--- src/rtl/mem_access_unit.sv ---
// -----------------------------------------------------------------------------
// mem_access_unit
// Data-memory access stage for the multicycle core. Accepts one load/store
// request, checks width legality and alignment, runs a single valid/ready
// transaction with byte strobes, and returns an extended load result.
// Illegal widths, misaligned addresses and timeouts end in a fault pulse.
//
// Ports
//   i_clk, i_reset       clock, synchronous active-high reset
//   i_req/i_we/i_funct3  request strobe, store select, width/sign code
//   i_addr/i_wdata       byte address, low-aligned store data
//   o_busy               high outside IDLE
//   o_done/o_fault       one-cycle completion pulse, fault flag with it
//   o_fault_code         01 misaligned, 10 illegal funct3, 11 timeout
//   o_rdata              extended load result, held until the next load
//   o_mem_*/i_mem_*      valid/ready memory port (word address, strobes)
// -----------------------------------------------------------------------------
module mem_access_unit #(
   parameter int TIMEOUT = 255
) (
   input  logic        i_clk,
   input  logic        i_reset,
   input  logic        i_req,
   input  logic        i_we,
   input  logic [2:0]  i_funct3,
   input  logic [31:0] i_addr,
   input  logic [31:0] i_wdata,
   output logic        o_busy,
   output logic        o_done,
   output logic        o_fault,
   output logic [1:0]  o_fault_code,
   output logic [31:0] o_rdata,
   output logic        o_mem_valid,
   input  logic        i_mem_ready,
   output logic [31:0] o_mem_addr,
   output logic [3:0]  o_mem_wstrb,
   output logic [31:0] o_mem_wdata,
   input  logic [31:0] i_mem_rdata
);

   typedef enum logic [1:0] {IDLE, ACCESS, DONE, FAULT} state_t;

   localparam logic [7:0] TMO_LAST = 8'(TIMEOUT - 1);

   state_t      r_state, w_next;
   logic        r_we;
   logic [2:0]  r_f3;
   logic [1:0]  r_a10;
   logic [7:0]  r_cnt;
   logic [1:0]  r_code;
   logic [31:0] r_rdata;
   logic [31:0] r_mem_addr;
   logic [3:0]  r_wstrb;
   logic [31:0] r_wdata;

   logic        w_bad_f3, w_misal;
   logic [3:0]  w_strb;
   logic [31:0] w_wdata;
   logic [7:0]  w_byte;
   logic [15:0] w_half;
   logic [31:0] w_ext;
   logic        w_hs;

   // Legality of the incoming request (only meaningful in IDLE with i_req)
   always_comb begin
      w_bad_f3 = 1'b0;
      if (i_we)
         w_bad_f3 = !(i_funct3 == 3'b000 || i_funct3 == 3'b001 || i_funct3 == 3'b010);
      else
         w_bad_f3 = (i_funct3 == 3'b011 || i_funct3 == 3'b110 || i_funct3 == 3'b111);
      w_misal = (i_funct3[1:0] == 2'b01 && i_addr[0]) ||
                (i_funct3[1:0] == 2'b10 && i_addr[1:0] != 2'b00);
   end

   // Store lane placement; loads never drive strobes
   always_comb begin
      w_strb  = 4'b0000;
      w_wdata = i_wdata;
      case (i_funct3[1:0])
         2'b00: begin
            w_strb  = 4'b0001 << i_addr[1:0];
            w_wdata = {4{i_wdata[7:0]}};
         end
         2'b01: begin
            w_strb  = 4'b0011 << i_addr[1:0];
            w_wdata = {2{i_wdata[15:0]}};
         end
         default: w_strb = 4'b1111;
      endcase
      if (!i_we) w_strb = 4'b0000;
   end

   // Load lane extraction from the latched offset and width
   always_comb begin
      case (r_a10)
         2'd0:    w_byte = i_mem_rdata[7:0];
         2'd1:    w_byte = i_mem_rdata[15:8];
         2'd2:    w_byte = i_mem_rdata[23:16];
         default: w_byte = i_mem_rdata[31:24];
      endcase
      w_half = r_a10[1] ? i_mem_rdata[31:16] : i_mem_rdata[15:0];
      case (r_f3)
         3'b000:  w_ext = {{24{w_byte[7]}}, w_byte};
         3'b001:  w_ext = {{16{w_half[15]}}, w_half};
         3'b100:  w_ext = {24'h0, w_byte};
         3'b101:  w_ext = {16'h0, w_half};
         default: w_ext = i_mem_rdata;
      endcase
   end

   assign w_hs = (r_state == ACCESS) && i_mem_ready;

   always_comb begin
      w_next = r_state;
      case (r_state)
         IDLE:   if (i_req) w_next = (w_bad_f3 || w_misal) ? FAULT : ACCESS;
         ACCESS: begin
            // ready on the final wait cycle still completes the access
            if (i_mem_ready)             w_next = DONE;
            else if (r_cnt == TMO_LAST)  w_next = FAULT;
         end
         DONE:    w_next = IDLE;
         FAULT:   w_next = IDLE;
         default: w_next = IDLE;
      endcase
   end

   always_ff @(posedge i_clk) begin
      if (i_reset) begin
         r_state    <= IDLE;
         r_we       <= 1'b0;
         r_f3       <= 3'b000;
         r_a10      <= 2'b00;
         r_cnt      <= 8'd0;
         r_code     <= 2'b00;
         r_rdata    <= 32'h0;
         r_mem_addr <= 32'h0;
         r_wstrb    <= 4'b0000;
         r_wdata    <= 32'h0;
      end else begin
         r_state <= w_next;
         case (r_state)
            IDLE: begin
               r_cnt <= 8'd0;
               if (i_req) begin
                  r_we  <= i_we;
                  r_f3  <= i_funct3;
                  r_a10 <= i_addr[1:0];
                  if (w_bad_f3)     r_code <= 2'b10;
                  else if (w_misal) r_code <= 2'b01;
                  else begin
                     // memory port only updated for accesses that will issue
                     r_mem_addr <= {i_addr[31:2], 2'b00};
                     r_wstrb    <= w_strb;
                     r_wdata    <= w_wdata;
                  end
               end
            end
            ACCESS: begin
               if (w_hs) begin
                  if (!r_we) r_rdata <= w_ext;
               end else begin
                  r_cnt <= r_cnt + 8'd1;
                  if (r_cnt == TMO_LAST) r_code <= 2'b11;
               end
            end
            default: ;
         endcase
      end
   end

   assign o_busy       = (r_state != IDLE);
   assign o_done       = (r_state == DONE) || (r_state == FAULT);
   assign o_fault      = (r_state == FAULT);
   assign o_fault_code = r_code;
   assign o_rdata      = r_rdata;
   assign o_mem_valid  = (r_state == ACCESS);
   assign o_mem_addr   = r_mem_addr;
   assign o_mem_wstrb  = r_wstrb;
   assign o_mem_wdata  = r_wdata;

endmodule

--- config.mk ---
export PLATFORM = sky130hd
export DESIGN_NAME = mem_access_unit
export DESIGN_NICKNAME = d
export VERILOG_FILES = /design/src/rtl/mem_access_unit.sv
export SDC_FILE = /design/constraint.sdc
export NUM_CORES = 1
export LEC_CHECK = 0
export CORE_MARGIN = 2
export CORE_UTILIZATION = 39
export DETAILED_ROUTE_END_ITERATION = 16
export PLACE_DENSITY = 0.76
export SLEW_MARGIN = 20
export SYNTH_ARGS = -nofsm -noshare
export SYNTH_HDL_FRONTEND = slang
export SYNTH_SLANG_ARGS = --single-unit
--- constraint.sdc ---
create_clock -name i_clk -period 1.7 [get_ports i_clk]
set_clock_uncertainty 0.05 [all_clocks]
set_input_delay 0.34 -clock i_clk [delete_from_list [all_inputs] [get_ports i_clk]]
set_output_delay 0.34 -clock i_clk [all_outputs]
set_load 0.03 [all_outputs]
==> results of run 1 <==
==> area by class of cell <==
| class | instances | area share, % |
|---|---|---|
| Timing Repair Buffer | 258 | 29.9 |
| Clock buffer | 24 | 5.90 |
| Multi-Input combinational cell | 478 | 31.8 |
| Inverter | 7 | 0.315 |
| Tap cell | 176 | 2.64 |
| Clock inverter | 8 | 1.47 |
| Sequential cell | 116 | 27.9 |
==> synth_stat cells (2+ instances only) <==
library cell	instances	area [sq um]
nor3_1	9	45.0
buf_4	7	52.6
a31oi_1	8	50.1
ha_1	2	25.0
o211ai_1	6	45.0
o221a_2	7	78.8
nand2_1	171	642
buf_2	10	50.1
nor2b_1	3	18.8
nor4_1	2	12.5
nand3_1	2	10.0
nor3b_1	2	15.0
a221oi_2	2	30.0
nor2_1	65	244
mux2_2	10	113
o21ai_1	2	10.0
o21ai_0	29	145
a21oi_1	67	335
clkbuf_1	37	139
dfxtp_1	116	2320
buf_6	2	22.5
a211oi_1	33	248
nand3b_1	9	67.6
a311oi_1	9	78.8
or3_1	3	18.8
nand2b_1	2	12.5
inv_1	7	26.3
buf_1	2	7.51
mux2i_1	18	180
==> critical path: stages <==
cell	delay, ns
clkdlybuf4s50_1	0.45
or3b_4	0.43
nor4_4	0.27
o22ai_2	0.13
a221oi_2	0.28
==> worst paths after layout <==
kind,cells after the start,startpoint,to,slack [ns]
worst min register to register,2,o_mem_wdata[28],o_mem_wdata[28],0.40
worst max-delay path,5,i_mem_ready,o_fault_code[0],0.06
worst max register to register,4,r_state[1],o_fault_code[0],0.08
worst min-delay path,2,i_reset,r_cnt[1],0.32
==> layout by cell type, fill, tap and decap left out, types with 9 or more instances in the layout <==
master           instances
clkdlybuf4s50_1         98
nor3_1                   9
buf_12                  11
o21ai_0                 29
buf_4                   41
mux2i_1                 18
a211oi_1                33
clkbuf_16               19
dlygate4sd2_1          100
nand2_1                171
dfxtp_1                112
a21oi_1                 67
nand3b_1                 9
mux2_2                  10
nor2_1                  63
a311oi_1                 9
==> flip-flops by register name, indices dropped and copies added (netlist names) <==
register      cells
o_mem_wstrb       4
r_f3              3
o_mem_wdata      32
o_fault_code      2
r_cnt             8
r_a10             2
o_mem_addr       30
r_we              1
o_rdata          32
r_state           2
==> logic make-up after synthesis <==
family / synth area share (%)
flops: 44.5
compound gates: 20.3
buf+inv: 5.71
other cells: 0.0719
mux: 6.05
fa+ha+maj: 0.480
simple gates: 22.9
==> where the power goes <==
part           internal, uW  total [uW]  switching (uW)
Sequential             2870        2940            79.5
Combinational           681        1530             854
Clock                  2450        3690            1230
==> per-stage QoR <==
step	setup TNS (ns)	setup WS (ns)	cells	utilization (%)
6_report	0	0.0568	1067	63.4
4_1_cts	-0.00370	-0.00370	1063	62.6
3_3_place_gp	-27.06	-0.354	1030	58.8
2_1_floorplan	0	0.0145	659	-
3_5_place_dp	-29.59	-0.423	1030	58.8
5_1_grt	0	0.0127	1067	63.4
==> layer usage <==
metal	vias up	routed length (um)	global-route usage, %
met2	187	7830	36.5
met3	34	1150	6.46
met1	2544	7410	30.0
met4	0	482	9.93
li1	2706	-	-
met5	-	0	0
==> repair_timing <==
action                                  CTS  global route
endpoints found under the setup margin  103            46
setup buffers                             1             2
resized for setup                       106            13
hold endpoints to repair                  0             0
cloned                                    0             2
pin swaps                                 0             2
==> flow_summary_export.csv, run 1 <==
group,metric,value,unit
layout,fin_area,8330,sq um
synth,async_flop_share,0,%
clock_tree,hold_buffers,0,
floorplan,rows,42,
timing,timing.final.crit_share,96.7,%
route,totalWireLength,16.9,mm
clock_tree,cts_sinks,116,
outcome,status,"finished, final reports clean",
timing,max_freq,609,MHz
critical_path,critical_path.endpoint_type,"register",
pwr,p_leak,0.00351,uW
timing,hold_slack,0.325,ns
synth,ys.warnings.count,0,
synth,avgSynthCellArea,7.93,sq um
clock_tree,htree_levels,4,
synth,ys_ff_latch,116,
placed_design,place_congestion,0.842,
placed_design,port_buffers,207,
clock_tree,cts_buffers,17,
timing,slew_viol_final,0,
floorplan,die_w,120,um
synth,synth_cell_types,45,
layout,fillers,1197,
layout,diodes,0,
run,drv_cap,0,
pwr,p_per_area,980,nW/um^2
layout,drive_above_1_share,13.9,%
global_route,grt-ovfl-total,0,
route,via_per_inst,5.13,
route,drt_iter0_drc,440,
synth,syn_inst,658,
global_route,grt_pass1_wl,26.2,mm
critical_path,crit_fanout,5,
critical_path,required,1.97,ns
synth,ys_seq_area_share,44.5,%
layout,regArea,2330,sq um
clock_tree,clockBufferDepth,2,
global_route,track_usage,23.3,%
critical_path,critPathKind,"input pin to register",
clock_tree,clk_latency,0.41,ns
floorplan,boundaryPins,210,
clock_tree,cts_tree,"done",
timing,period_minus_slack,1.64,ns
floorplan,start_util,39.7,%
global_route,antenna_found_initial,0,
placed_design,dpl-instance-area,7730,sq um
floorplan,die_h,120,um
floorplan,die_area,14300,sq um
synth,synthFlopType,"dfxtp_1",
layout,multi_input_area,2650,sq um
route,firstDrtPassIters,5,
route,wl_per_cell,15.8,um
floorplan,core,13100,sq um
timing,rsz0062_at_grt,"no",
pwr,max-vdd-ir-drop,0.623,mV
min_path,min_path_type,"input pin to register",
timing,finalHoldViolCount,0,
placed_design,place_hpwl,12.0,mm
layout,syn_to_final_growth,59.7,%
synth,synth_edf_count,0,
synth,synth_area,5220,sq um
global_route,grt_start_max_net_pins,41,
global_route,first_global_vias,5033,
route,drcViolationCount,0,
route,num_vias,5471,
layout,final_nets,984,
critical_path,cp.arrival,1.91,ns
route,ant_nets,0,
clock_tree,path_clk_slew,0.05,ns
timing,setup_viol,0,
critical_path,worst_setup_path_start_kind,"input pin",
clock_tree,root_buffer,"clkbuf_16",
pwr,finalPower,8170,uW
Note: power is estimated with default switching activity, not from simulation.
==> run 2: changes to the inputs <==
CTS_CLUSTER_SIZE = 8   (was default)
==> results of run 2 <==
Same layout as run 1: the final DEF is identical, and so are final timing and power.
